--- config.mk ---
export PLATFORM = sky130hd
export DESIGN_NAME = d_cache_ctrl
export DESIGN_NICKNAME = d
export VERILOG_FILES = /design/src/rtl/d_cache_ctrl_pkg.sv /design/src/rtl/d_cache_tag_store.sv /design/src/rtl/d_cache_ctrl.sv
export SDC_FILE = /design/constraint.sdc
export NUM_CORES = 1
export LEC_CHECK = 0
export CORE_ASPECT_RATIO = 0.7
export CORE_MARGIN = 5
export CORE_UTILIZATION = 35
export DETAILED_ROUTE_END_ITERATION = 8
export GPL_TIMING_DRIVEN = 0
export PLACE_DENSITY = 0.53
export SLEW_MARGIN = 20
export SYNTH_ARGS = -nofsm -noshare
export SYNTH_HDL_FRONTEND = slang
export SYNTH_SLANG_ARGS = --single-unit
--- constraint.sdc ---
create_clock -name clk -period 5.3 [get_ports clk]
set_clock_uncertainty 0.1 [all_clocks]
set_input_delay 1.06 -clock clk [delete_from_list [all_inputs] [get_ports clk]]
set_output_delay 1.06 -clock clk [all_outputs]
set_load 0.01 [all_outputs]
--- src/rtl/d_cache_ctrl_pkg.sv ---
// Shared geometry, FSM encoding and address field helpers for the
// direct-mapped data cache controller.
package d_cache_ctrl_pkg;

  localparam int ADDR_W_P   = 16;
  localparam int DATA_W_P   = 8;
  localparam int INDEX_W_P  = 4;
  localparam int OFFSET_W_P = 2;

  localparam int TAG_W = ADDR_W_P - INDEX_W_P - OFFSET_W_P;
  localparam int LINES = 1 << INDEX_W_P;
  localparam int WORDS = 1 << OFFSET_W_P;

  typedef enum logic [1:0] {
    ST_IDLE = 2'b00,
    ST_WB   = 2'b01,
    ST_FILL = 2'b10,
    ST_DONE = 2'b11
  } state_t;

  function automatic logic [TAG_W-1:0] get_tag(input logic [ADDR_W_P-1:0] addr);
    return addr[ADDR_W_P-1 -: TAG_W];
  endfunction

  function automatic logic [INDEX_W_P-1:0] get_idx(input logic [ADDR_W_P-1:0] addr);
    return addr[OFFSET_W_P +: INDEX_W_P];
  endfunction

  function automatic logic [OFFSET_W_P-1:0] get_off(input logic [ADDR_W_P-1:0] addr);
    return addr[OFFSET_W_P-1:0];
  endfunction

endpackage

--- src/rtl/d_cache_tag_store.sv ---
// Per-line valid/dirty/tag storage with a single lookup index shared by
// hit compare, victim readout, install and dirty marking.
module d_cache_tag_store
  import d_cache_ctrl_pkg::*;
#(
  parameter int INDEX_W  = INDEX_W_P,
  parameter int TAG_BITS = TAG_W
) (
  input  logic                clk,
  input  logic                RST,
  input  logic [INDEX_W-1:0]  idx,
  input  logic [TAG_BITS-1:0] lookup_tag,
  output logic                hit,
  output logic                line_valid,
  output logic                line_dirty,
  output logic [TAG_BITS-1:0] line_tag,
  input  logic                install,
  input  logic [TAG_BITS-1:0] install_tag,
  input  logic                set_dirty
);

  localparam int NL = 1 << INDEX_W;

  logic [NL-1:0]       valid_reg;
  logic [NL-1:0]       dirty_reg;
  logic [TAG_BITS-1:0] tag_mem [NL];

  // Only valid/dirty need reset; tags are meaningless while invalid.
  always_ff @(posedge clk or posedge RST) begin
    if (RST) begin
      valid_reg <= '0;
      dirty_reg <= '0;
    end else if (install) begin
      valid_reg[idx] <= 1'b1;
      dirty_reg[idx] <= 1'b0;
    end else if (set_dirty) begin
      dirty_reg[idx] <= 1'b1;
    end
  end

  always_ff @(posedge clk) begin
    if (install) begin
      tag_mem[idx] <= install_tag;
    end
  end

  assign line_valid = valid_reg[idx];
  assign line_dirty = dirty_reg[idx];
  assign line_tag   = tag_mem[idx];
  assign hit        = line_valid && (line_tag == lookup_tag);

endmodule

--- src/rtl/d_cache_ctrl.sv ---
// Direct-mapped write-back/write-allocate data cache controller: zero-latency
// hits, and a miss FSM that writes back a dirty victim then fills the line.
module d_cache_ctrl
  import d_cache_ctrl_pkg::*;
#(
  parameter int ADDR_W   = ADDR_W_P,
  parameter int DATA_W   = DATA_W_P,
  parameter int INDEX_W  = INDEX_W_P,
  parameter int OFFSET_W = OFFSET_W_P
) (
  input  logic              clk,
  input  logic              RST,
  input  logic              cpu_rd,
  input  logic              cpu_wr,
  input  logic [ADDR_W-1:0] cpu_addr,
  input  logic [DATA_W-1:0] cpu_wdata,
  output logic [DATA_W-1:0] cpu_rdata,
  output logic              d_cache_miss,
  output logic              mem_req,
  output logic              mem_we,
  output logic [ADDR_W-1:0] mem_addr,
  output logic [DATA_W-1:0] mem_wdata,
  input  logic [DATA_W-1:0] mem_rdata,
  input  logic              mem_ack
);

  localparam int TW = ADDR_W - INDEX_W - OFFSET_W;
  localparam int NL = 1 << INDEX_W;
  localparam int NW = 1 << OFFSET_W;

  state_t              state_reg, state_next;
  logic [OFFSET_W-1:0] cnt_reg, cnt_next;
  logic [TW-1:0]       req_tag_reg, req_tag_next;
  logic [INDEX_W-1:0]  req_idx_reg, req_idx_next;

  logic [DATA_W-1:0]   data_mem [NL][NW];

  logic [TW-1:0]       cpu_tag;
  logic [INDEX_W-1:0]  cpu_idx;
  logic [OFFSET_W-1:0] cpu_off;
  logic [INDEX_W-1:0]  lookup_idx;
  logic                cpu_req;
  logic                tag_hit;
  logic                line_valid;
  logic                line_dirty;
  logic [TW-1:0]       line_tag;
  logic                install;
  logic                fill_wr;
  logic                hit_wr;
  logic                last_beat;

  assign cpu_tag   = get_tag(cpu_addr);
  assign cpu_idx   = get_idx(cpu_addr);
  assign cpu_off   = get_off(cpu_addr);
  assign cpu_req   = cpu_rd | cpu_wr;
  assign last_beat = &cnt_reg;

  // Outside IDLE the latched miss index drives the store, so a CPU that drops
  // or changes its request mid-burst cannot redirect the victim/install line.
  assign lookup_idx = (state_reg == ST_IDLE) ? cpu_idx : req_idx_reg;

  d_cache_tag_store #(
    .INDEX_W  (INDEX_W),
    .TAG_BITS (TW)
  ) u_tag_store (
    .clk         (clk),
    .RST         (RST),
    .idx         (lookup_idx),
    .lookup_tag  (cpu_tag),
    .hit         (tag_hit),
    .line_valid  (line_valid),
    .line_dirty  (line_dirty),
    .line_tag    (line_tag),
    .install     (install),
    .install_tag (req_tag_reg),
    .set_dirty   (hit_wr)
  );

  assign d_cache_miss = (state_reg != ST_IDLE) || (cpu_req && !tag_hit);
  assign hit_wr       = cpu_wr && tag_hit && !d_cache_miss;
  assign cpu_rdata    = data_mem[cpu_idx][cpu_off];

  always_ff @(posedge clk or posedge RST) begin
    if (RST) begin
      state_reg   <= ST_IDLE;
      cnt_reg     <= '0;
      req_tag_reg <= '0;
      req_idx_reg <= '0;
    end else begin
      state_reg   <= state_next;
      cnt_reg     <= cnt_next;
      req_tag_reg <= req_tag_next;
      req_idx_reg <= req_idx_next;
    end
  end

  always_ff @(posedge clk) begin
    if (fill_wr) begin
      data_mem[req_idx_reg][cnt_reg] <= mem_rdata;
    end else if (hit_wr) begin
      data_mem[cpu_idx][cpu_off] <= cpu_wdata;
    end
  end

  always_comb begin
    state_next   = state_reg;
    cnt_next     = cnt_reg;
    req_tag_next = req_tag_reg;
    req_idx_next = req_idx_reg;
    install      = 1'b0;
    fill_wr      = 1'b0;
    mem_req      = 1'b0;
    mem_we       = 1'b0;
    mem_addr     = '0;
    mem_wdata    = '0;
    case (state_reg)
      ST_IDLE: begin
        cnt_next = '0;
        if (cpu_req && !tag_hit) begin
          req_tag_next = cpu_tag;
          req_idx_next = cpu_idx;
          state_next   = (line_valid && line_dirty) ? ST_WB : ST_FILL;
        end
      end
      ST_WB: begin
        mem_req   = 1'b1;
        mem_we    = 1'b1;
        mem_addr  = {line_tag, req_idx_reg, cnt_reg};
        mem_wdata = data_mem[req_idx_reg][cnt_reg];
        if (mem_ack) begin
          cnt_next = cnt_reg + 1'b1;
          if (last_beat) begin
            state_next = ST_FILL;
          end
        end
      end
      ST_FILL: begin
        mem_req  = 1'b1;
        mem_addr = {req_tag_reg, req_idx_reg, cnt_reg};
        if (mem_ack) begin
          fill_wr  = 1'b1;
          cnt_next = cnt_reg + 1'b1;
          if (last_beat) begin
            state_next = ST_DONE;
          end
        end
      end
      ST_DONE: begin
        install    = 1'b1;
        state_next = ST_IDLE;
      end
      default: begin
        state_next = ST_IDLE;
      end
    endcase
  end

endmodule

==> results.cfg <==
[floorplanning]
initial_core_util_pct = 35.47
pin_count = 72
core.rowCount = 94
die_y_um = 268.8
die_x_um = 379.8
fp.dieArea_um2 = 102100
core-area_um2 = 94440

[sta]
slew_violations = 0
timing.fmax_ghz = 0.1893
fin_crit_ps = 5284
finalSetupTns_ps = 0
worst_pin_slew_ps = 1089
setup_violations = 0
hold_viol_final = 0
min_period_over_period_pct = 99.69
relSlewSlack_pct = 26.60

[routing]
via_per_inst = 6.213
routed_wl_um = 114600
dr.pass1.iters = 5
drtIter0Drc = 2520
drc = 0
ant_nets = 0
wl_per_cell_um = 35.30
vias = 20160

[placed_design]
dp.cells = 3088
gp_congestion = 0.9338
dp.final_hpwl_um = 82090
port_buffers = 67

[clocking]
cts_buffer_depth = 3
h-tree-depth = 3
cts_buffers = 78
hold_buffers = 0
clk_pin_slew_ps = 60
clk_latency_ps = 660
clock-sinks = 722
cts_tree = yes
cts-root-buf = clkbuf_16

[power_and_ir_drop]
leakage_nw = 12.62
p_per_area_nw_per_um2 = 516.0
vdd_drop_max_mv = 0.2673

[final_layout]
regArea_um2 = 21430
fillers = 8211
multiInputGateArea_um2 = 12300
largest_reg_flops = 512
final_cells = 3245
drive_gt1_share_pct = 40.01
nets = 1975
syn2layout_area_growth_pct = 19.18

[synthesis]
synth.area.top_cells = edfxtp_1 60%, mux4_2 23%, dfrtp_1 3.7%
synth_cell_types = 61
yosys_warnings = 0
synth_edf_count = 672
yosysMostFrequentCell = edfxtp_1
ys.flop_type = edfxtp_1
synth-seq-area-share_pct = 63.97
netlist_instances = 1758
yosys.area.top_type = edfxtp_1
netlist.area_leader.share_pct = 60.24
synth_nets = 1804
ys_ff_latch = 722
synth_area_um2 = 33500
syn_area_per_cell_um2 = 19.05
async_reset_ff_share_pct = 6.925
synth_top_cells_by_count = 672 x edfxtp_1, 345 x mux4_2, 126 x nor2_1

[hold_path]
hp-start = u_tag_store.valid_reg[15]
worstHoldEndpoint = u_tag_store.valid_reg[15]
hold_class = flip-flop to flip-flop
worstHoldPathCells = 1

[status]
status = finished, final reports clean

[critical_path]
rr_worst_depth = 14
regToRegEndpoint = data_mem[11][16]
worst_r2r_startpoint = state_reg[0]
worstPathMaxFanout = 10
r2r_slack_ps = 80
end_kind = primary output
criticalPathCategory = primary input to primary output
startpoint_type = primary input
worstPathRequired_ps = 4140
arrival_ps = 4120

[run]
maxCapViolCount = 0

[global_route]
use_met1_pct = 33.44
grt_overflow = 0
grt_use_met3_pct = 7.877
antenna_found_initial = 10
grt_use_met2_pct = 30.86
busiest_layer = met1
grt_pass1_wl_um = 157200
grt_pass1_vias = 19310
grt_use_total_pct = 22.15
grt_max_degree = 65
## where the power goes
group	leakage (nW)	total (mW)	switching [mW]	internal [mW]
sequential	6.67	7.09	0.364	6.72
clock	1.25	5.58	2.36	3.22
combinational	4.70	7.94	4.64	3.30
## cell usage in the layout, fill, tap and decap left out, types with 9 or more instances in the layout
| cell type | n |
|---|---|
| nor2_1 | 44 |
| nand2_1 | 40 |
| buf_6 | 16 |
| a31oi_1 | 18 |
| buf_2 | 18 |
| nor2_2 | 68 |
| mux2_4 | 21 |
| mux4_2 | 345 |
| and2_1 | 19 |
| clkbuf_1 | 41 |
| a21o_1 | 85 |
| dfrtp_1 | 48 |
| a22oi_1 | 9 |
| clkbuf_16 | 81 |
| nand3_1 | 12 |
| clkbuf_8 | 11 |
| a41oi_2 | 10 |
| mux2i_4 | 16 |
| nor2_4 | 14 |
| a21oi_1 | 15 |
| clkdlybuf4s50_1 | 64 |
| nor3_1 | 12 |
| clkinv_1 | 11 |
| mux2i_1 | 11 |
| clkbuf_4 | 20 |
| buf_8 | 13 |
| edfxtp_1 | 672 |
| clkbuf_2 | 22 |
| or2_2 | 18 |
| buf_4 | 31 |
## area by class of cell
| type | instances | area share, % |
|---|---|---|
| repair buffers | 93 | 2.448 |
| flip-flops and latches | 722 | 53.69 |
| clock buffers | 105 | 5.296 |
| well taps | 1248 | 3.911 |
| inverters | 11 | 0.1160 |
| diodes | 5 | 0.03134 |
| clock inverters | 38 | 1.172 |
| plain buffers | 129 | 2.526 |
| multi-input cells | 894 | 30.81 |
## metal layers
layer  routed length (um)  share of wire (%)
met1                49160                 43
met2                47470                 41
met3                15070                 13
met4                 2843                2.5
met5                    0                  0
## how the worst max path moves through the flow
stage	start	end
floorplan	cpu_addr[2]	cpu_rdata[0]
global placement	cpu_addr[4]	data_mem[12][12]
detailed placement	cpu_addr[4]	data_mem[2][2]
CTS	state_reg[0]	data_mem[1][11]
global route	state_reg[0]	d_cache_miss
finish	cpu_addr[3]	cpu_rdata[4]
## worst max-delay path, cell delays in order
cell             delay (ps)
clkbuf_2                250
buf_8                   230
clkbuf_4                270
clkbuf_8                250
mux4_2                  460
mux4_2                  520
mux4_2                  550
clkdlybuf4s50_1         510
## cells by family after synthesis
group           Yosys count  synth area share (%)
compound gates          185                 4.138
xor+xnor                  8                0.2092
fa+ha+maj                 9                0.3362
buf+inv                 142                 1.849
flops                   722                 63.97
mux                     405                 25.26
simple gates            287                 4.228
## metrics by stage
stage | util (%) | setup slack [ps] | hold slack [ps] | total power [mW] | instance area, um2
after floorplan | - | 153.1 | 333.7 | 11.22 | 33500
after global placement | 37.83 | -1868 | 345.4 | 14.14 | 35730
after detailed placement | 38.19 | -1829 | 350.7 | 14.25 | 36060
after CTS | 41.77 | -17.52 | 365.1 | 20.26 | 39450
after global routing | 42.26 | -12.09 | 376.6 | 21.17 | 39910
final | 42.27 | 16.24 | 365.0 | 20.60 | 39920
## repair_timing
item,4_1_cts,5_1_grt
gates resized for setup,288,105
pin swaps,4,8
setup buffers,3,8
endpoints found under the setup margin,1051,526
Power figures use the tool's default switching activity.
